==> config.mk <==
export PLATFORM = sky130hd
export DESIGN_NAME = vga_timing_gen
export DESIGN_NICKNAME = d
export VERILOG_FILES = /design/src/rtl/vga_timing_gen.sv
export SDC_FILE = /design/constraint.sdc
export NUM_CORES = 1
export LEC_CHECK = 0
export BUFFER_PORTS_ARGS = -buffer_cell sky130_fd_sc_hd__buf_2
export CELL_PAD_IN_SITES_DETAIL_PLACEMENT = 1
export CELL_PAD_IN_SITES_GLOBAL_PLACEMENT = 2
export CORE_ASPECT_RATIO = 1.2
export CORE_UTILIZATION = 33
export CTS_CLUSTER_DIAMETER = 80
export CTS_CLUSTER_SIZE = 16
export DETAILED_ROUTE_END_ITERATION = 8
export GPL_TIMING_DRIVEN = 0
export PLACE_DENSITY = 0.87
export SLEW_MARGIN = 20
export SYNTH_ARGS = -nofsm -noshare
export SYNTH_HDL_FRONTEND = slang
export SYNTH_SLANG_ARGS = --single-unit
==> constraint.sdc <==
create_clock -name clk -period 3.26 [get_ports clk]
set_input_delay 0.652 -clock clk [delete_from_list [all_inputs] [get_ports clk]]
set_output_delay 0.652 -clock clk [all_outputs]
set_load 0.02 [all_outputs]
==> src/rtl/vga_timing_gen.sv <==
// Free-running VGA raster timing generator: pixel/line counters plus sync, blank
// and frame-start strobes, all registered and aligned with the counts they describe.
module vga_timing_gen #(
    parameter int H_ACTIVE = 800,
    parameter int H_FP     = 40,
    parameter int H_SYNC   = 128,
    parameter int H_BP     = 88,
    parameter int V_ACTIVE = 600,
    parameter int V_FP     = 1,
    parameter int V_SYNC   = 4,
    parameter int V_BP     = 23
) (
    input  logic        clk,
    input  logic        rst,
    output logic [10:0] hcount_out,
    output logic        hsync_out,
    output logic        hblnk_out,
    output logic [10:0] vcount_out,
    output logic        vsync_out,
    output logic        vblnk_out,
    output logic        frame_start
);

    localparam int H_TOTAL = H_ACTIVE + H_FP + H_SYNC + H_BP;
    localparam int V_TOTAL = V_ACTIVE + V_FP + V_SYNC + V_BP;

    if (H_TOTAL > 2048 || V_TOTAL > 2048 ||
        H_ACTIVE < 1 || H_FP < 1 || H_SYNC < 1 || H_BP < 1 ||
        V_ACTIVE < 1 || V_FP < 1 || V_SYNC < 1 || V_BP < 1) begin : g_bad_params
        $error("vga_timing_gen: timing parameters must be >= 1 and totals must fit 11 bits");
    end

    localparam logic [10:0] H_LAST       = 11'(H_TOTAL - 1);
    localparam logic [10:0] V_LAST       = 11'(V_TOTAL - 1);
    localparam logic [10:0] H_ACT        = 11'(H_ACTIVE);
    localparam logic [10:0] V_ACT        = 11'(V_ACTIVE);
    localparam logic [10:0] H_SYNC_START = 11'(H_ACTIVE + H_FP);
    localparam logic [10:0] H_SYNC_END   = 11'(H_ACTIVE + H_FP + H_SYNC);
    localparam logic [10:0] V_SYNC_START = 11'(V_ACTIVE + V_FP);
    localparam logic [10:0] V_SYNC_END   = 11'(V_ACTIVE + V_FP + V_SYNC);

    function automatic logic in_span(input logic [10:0] x,
                                     input logic [10:0] lo,
                                     input logic [10:0] hi);
        return (x >= lo) && (x < hi);
    endfunction

    logic [10:0] h_next;
    logic [10:0] v_next;

    always_comb begin
        h_next = hcount_out + 11'd1;
        v_next = vcount_out;
        if (hcount_out == H_LAST) begin
            h_next = '0;
            v_next = (vcount_out == V_LAST) ? 11'd0 : vcount_out + 11'd1;
        end
    end

    // Strobes are decoded from the next counts so they land in the same cycle as the counts.
    always_ff @(posedge clk or posedge rst) begin
        if (rst) begin
            hcount_out  <= '0;
            vcount_out  <= '0;
            hsync_out   <= 1'b0;
            hblnk_out   <= 1'b0;
            vsync_out   <= 1'b0;
            vblnk_out   <= 1'b0;
            frame_start <= 1'b0;
        end else begin
            hcount_out  <= h_next;
            vcount_out  <= v_next;
            hblnk_out   <= (h_next >= H_ACT);
            hsync_out   <= in_span(h_next, H_SYNC_START, H_SYNC_END);
            vblnk_out   <= (v_next >= V_ACT);
            vsync_out   <= in_span(v_next, V_SYNC_START, V_SYNC_END);
            frame_start <= (h_next == 11'd0) && (v_next == 11'd0);
        end
    end

endmodule
# After elaboration in Yosys (flattened, before gate mapping)
# Cells that the tools add are included.
[classes]
addsub = 2
eq_ne = 2
muxes = 3
order_cmp = 6
reduce_logical = 5
[op_table]
columns = ["cell", "count"]
rows = [
  ["11-bit by 10-bit >= comparator with 1-bit output (second input constant)", 4],
  ["11-bit 2-to-1 mux", 3],
  ["11-bit by 1-bit adder with 11-bit output (second input constant)", 2],
  ["11-bit zero test", 2],
  ["11-bit by 10-bit less-than comparator with 1-bit output (second input constant)", 2],
  ["11-bit by 10-bit == test with 1-bit output (second input constant)", 1],
  ["11-bit == test (second input constant)", 1],
  ["1-bit logical AND", 3],
]
[totals]
register_bits = 27
inputBits = 2
word_cells = 25

# Longest topological paths before layout
[logic_depth]
word_depth = 5
mapped_depth = 9
depth_no_buf = 7

# Worst setup path after synthesis
# Ideal clock, no wire load.
[synth_path]
kind = "flip-flop to flip-flop"
from = "register hcount_out[0]"
to = "register frame_start"
period_less_slack_ns = 2.677
path_slack_ns = 0.583
arrival_time_ns = 2.609
stages_incl_launch_ff = 10
path_buffers = 2
path_cell_list = "dfrtp_1 ha_1 and4_1 buf_2 and3_1 buf_4 nand4_1 mux2_2 or4b_1 and4bb_1"
[synth_via]
elab_chain_len = 4
elab_cells_between_ends = 7
classes_between = "1 x add/sub; 1 x eq/ne; 2 x mux; 3 x reduce/logical"
[synth_rtl]
columns = ["element", "line_no", "source"]
rows = [
  ["from (decl)", "15", "output logic [10:0] hcount_out,"],
  ["from (signal assigned)", "71", "hcount_out <= h_next;"],
  ["11-bit == test", "54", "if (hcount_out == H_LAST) begin"],
  ["11-bit 2-to-1 mux", "54", ""],
  ["named net v_next[8]", "49", "logic [10:0] v_next;"],
  ["11-bit zero test", "77", "frame_start <= (h_next == 11'd0) && (v_next == 11'd0);"],
  ["1-bit logical AND", "77", ""],
  ["to (signal assigned)", "77", ""],
  ["to (decl)", "21", "output logic frame_start"],
]
# The timed path passes the listed nets, and every way through them passes these cells.

# Worst setup path in the final report
[layout_path]
from = "register hcount_out[0]"
to = "register vsync_out"
[layout_via]
elab_chain_len = 4
elab_cells_between_ends = 5
classes_between = "2 x order compare; 1 x eq/ne; 1 x mux; 1 x reduce/logical"
[layout_rtl]
columns = ["element", "line_no", "source"]
rows = [
  ["11-bit == test *", "54", ""],
  ["11-bit 2-to-1 mux *", "54", ""],
  ["11-bit by 10-bit >= comparator with 1-bit output / 11-bit by 10-bit less-than comparator with 1-bit output (equally long branches)", "45", "return (x >= lo) && (x < hi);"],
  ["1-bit logical AND *", "45", ""],
  ["to (signal assigned)", "76", "vsync_out <= in_span(v_next, V_SYNC_START, V_SYNC_END);"],
  ["to (decl)", "19", "output logic vsync_out,"],
]
# Every way passes the cells marked *; elsewhere a longest branch is shown, timed or not.

==> metrics <==
Place WS roughly 360 ps; H-tree depth 1; final setup margin 367 ps; total grt overflow 0; Critical Path Source hcount_out[0]; Post-synth EDFFs 0; Reg clk slew, reported paths roughly 110 ps; fillcell total around 540; R2R depth 8; register bit total from synthesis 27; RSZ-0062 raised after global routing no; f_max 346 MHz; Worst Skew around 10 ps; R2R Path End vsync_out; status finished clean; initial drt markers slightly above 90; number of remaining DRC errors 0; Clock Latency Late Sink 280 ps; via density per instance 5.52; R2R Setup Slk between 300 and 400 ps; worst r2r src hcount_out[0]; Worst EP arrival 3110 ps; met3 WL around 120 microns; final setup fails 0; drt total wl 4100 microns; most common flop cell mapped by yosys dfrtp_1; Synth area leaders dfrtp_1 44%, and4_1 4.0%, nand3_1 3.5%; # clock sinks 27; postcts setup bufs 0; drt first pass iters 4; async set-reset flop share out of synthesis between 90% and 100%; Leak approximately 0.00088 uW; startpoint class of the critical path register; Rel. slew slack around 58%; Die X-Extent between 60 and 70 microns; NumNets Final just over 200; largest net degree at the start of global routing 28; max-slew violation total from the final report 0; synth unique cells 46; Placed Area 0.00176 sq mm; first-pass GRT wire length 7290 microns; kind of critical path register to register; I/O pin cnt 29; Commonest cells post-synth 27 x dfrtp_1, 12 x nand2_1, 11 x inv_1, 11 x nand3_1, 11 x o21ai_0; Layout area overhead 16.8%; PwrDens 302 mW/mm^2; n_diodes 0; clk root buf clkbuf_8; met2 WL around 2100 microns; post-DR wirelength/cell 16.1 microns; Max-Cap Viols 0; Avg Synthesized Cell Area ~9.3 sq um; die footprint about 0.005 sq mm; PortBufs 28; crit path max fanout 10; Worst setup EP type register; Synth Cell Area 0.00155 sq mm; post-route cell area 0.00181 sq mm; YS warnings 0; count leader, synth dfrtp_1; die height about 77 microns; gr usage total between 10% and 20%; vias in the first global route around 1500; Placeable Area approximately 0.0044 sq mm; initial antenna violation count 0; Seq/Total Area, Yosys a little over two fifths; M1 wire length about 1800 microns; cell taking the most area after synthesis dfrtp_1; Final period util about nine tenths; measured slew at the worst slew-check pin between 600 and 700 ps; Synth top area share between 40% and 50%; CTS Hold Bufs 0; Req. time, crit path 3480 ps; CTS tree built; Placer Congestion a little under 0.8; CTS Buf Count 3; Max VDD drop 0.180 mV; Post-Synthesis Cells about 170; Hold Violations, Final 0; Mapped Nets 170; worst hold margin a little over 400 ps; HP Class input pin to async pin; routed vias about 1400; fin util around two fifths; setup_tns 0 ps; Rows 26; Critical Path End vsync_out; Starting Density 35.3%; Top Layer Used met4; PostCTS Resize Cnt 0; Bufs on Longest Clock Path 2; Final ANT Viol Nets 0; post-route minimum period between 2000 and 3000 ps; layout cells sized above 1 21.2%; DPL Wire Length roughly 3100 microns
-- critical path: stages, from the launching register on --
cell and delay (ps):
dfrtp_1 470, ha_1 300, and4_1 200, buf_2 170
nand3_1 320, o31ai_1 400, and2_1 200, or4b_1 490
and4b_1 290
-- worst min-delay path by stage --
| stage | start | endpoint | slack, ps | cells after the start |
|---|---|---|---|---|
| after floorplan | hcount_out[0] | hcount_out[0] | 620 | 1 |
| after global placement | hcount_out[0] | hcount_out[0] | 550 | 1 |
| after detailed placement | hcount_out[0] | hcount_out[0] | 560 | 1 |
| after CTS | hcount_out[0] | hcount_out[0] | 570 | 1 |
| after global routing | rst | vsync_out | 470 | 2 |
| final | rst | vcount_out[2] | 420 | 2 |
-- state kept, by name, indices dropped and copies added, names as in the netlist --
signal and cells:
hcount_out 11, vcount_out 11, frame_start 1, hblnk_out 1, hsync_out 1, vblnk_out 1
vsync_out 1
-- cell type report --
class | count | area, sq um | area share (%)
Inverter | 11 | 41.3 | 2.28
Multi-Input combinational cell | 119 | 792 | 43.7
Clock buffer | 3 | 41.3 | 2.28
Buffer | 9 | 42.5 | 2.35
Sequential cell | 27 | 676 | 37.3
Timing Repair Buffer | 28 | 140 | 7.73
Tap cell | 56 | 70.1 | 3.87
Clock inverter | 1 | 8.76 | 0.483
-- kinds of logic (layout without fill, tap and decap cells) --
group	count (synthesis)	count (layout)	synth area share [%]
compound gates	40	40	17.0
flops	27	27	43.5
buf+inv	20	52	5.40
xor+xnor	10	10	5.64
simple gates	66	66	26.0
fa+ha+maj	2	2	1.61
mux	1	1	0.726
-- routing by layer --
layer,GRT usage (%),vias up
met2,31.9,33
li1,-,677
met5,0,-
met4,4.00,0
met1,24.6,689
met3,1.49,2
-- power breakdown --
| group | switching (uW) | internal [uW] | leakage (uW) | total (uW) |
|---|---|---|---|---|
| clock | 115 | 89.7 | 0.0000261 | 205 |
| sequential | 0 | 335 | 0.000363 | 335 |
| combinational | 6.64 | 0.550 | 0.000492 | 7.19 |
-- layout by cell type (no fill, tap or decap), drive strengths merged, types with 4 or more instances in the layout --
cell	synthesis	routed
buf	5	33
dfrtp	27	27
nand2	12	12
inv	11	12
nand3	11	11
o21ai	11	11
nor2	7	7
and4	7	7
nand4	7	7
a21oi	7	7
clkbuf	4	7
xnor2	6	6
xor2	4	4
nor3	4	4
-- metrics by stage --
stage | power, uW | cells
6_report | 547 | 254
5_1_grt | 566 | 254
4_1_cts | 554 | 254
3_5_place_dp | 349 | 250
3_3_place_gp | 349 | 250
2_1_floorplan | 346 | 166
No activity file was read; power rests on OpenSTA's default activity.
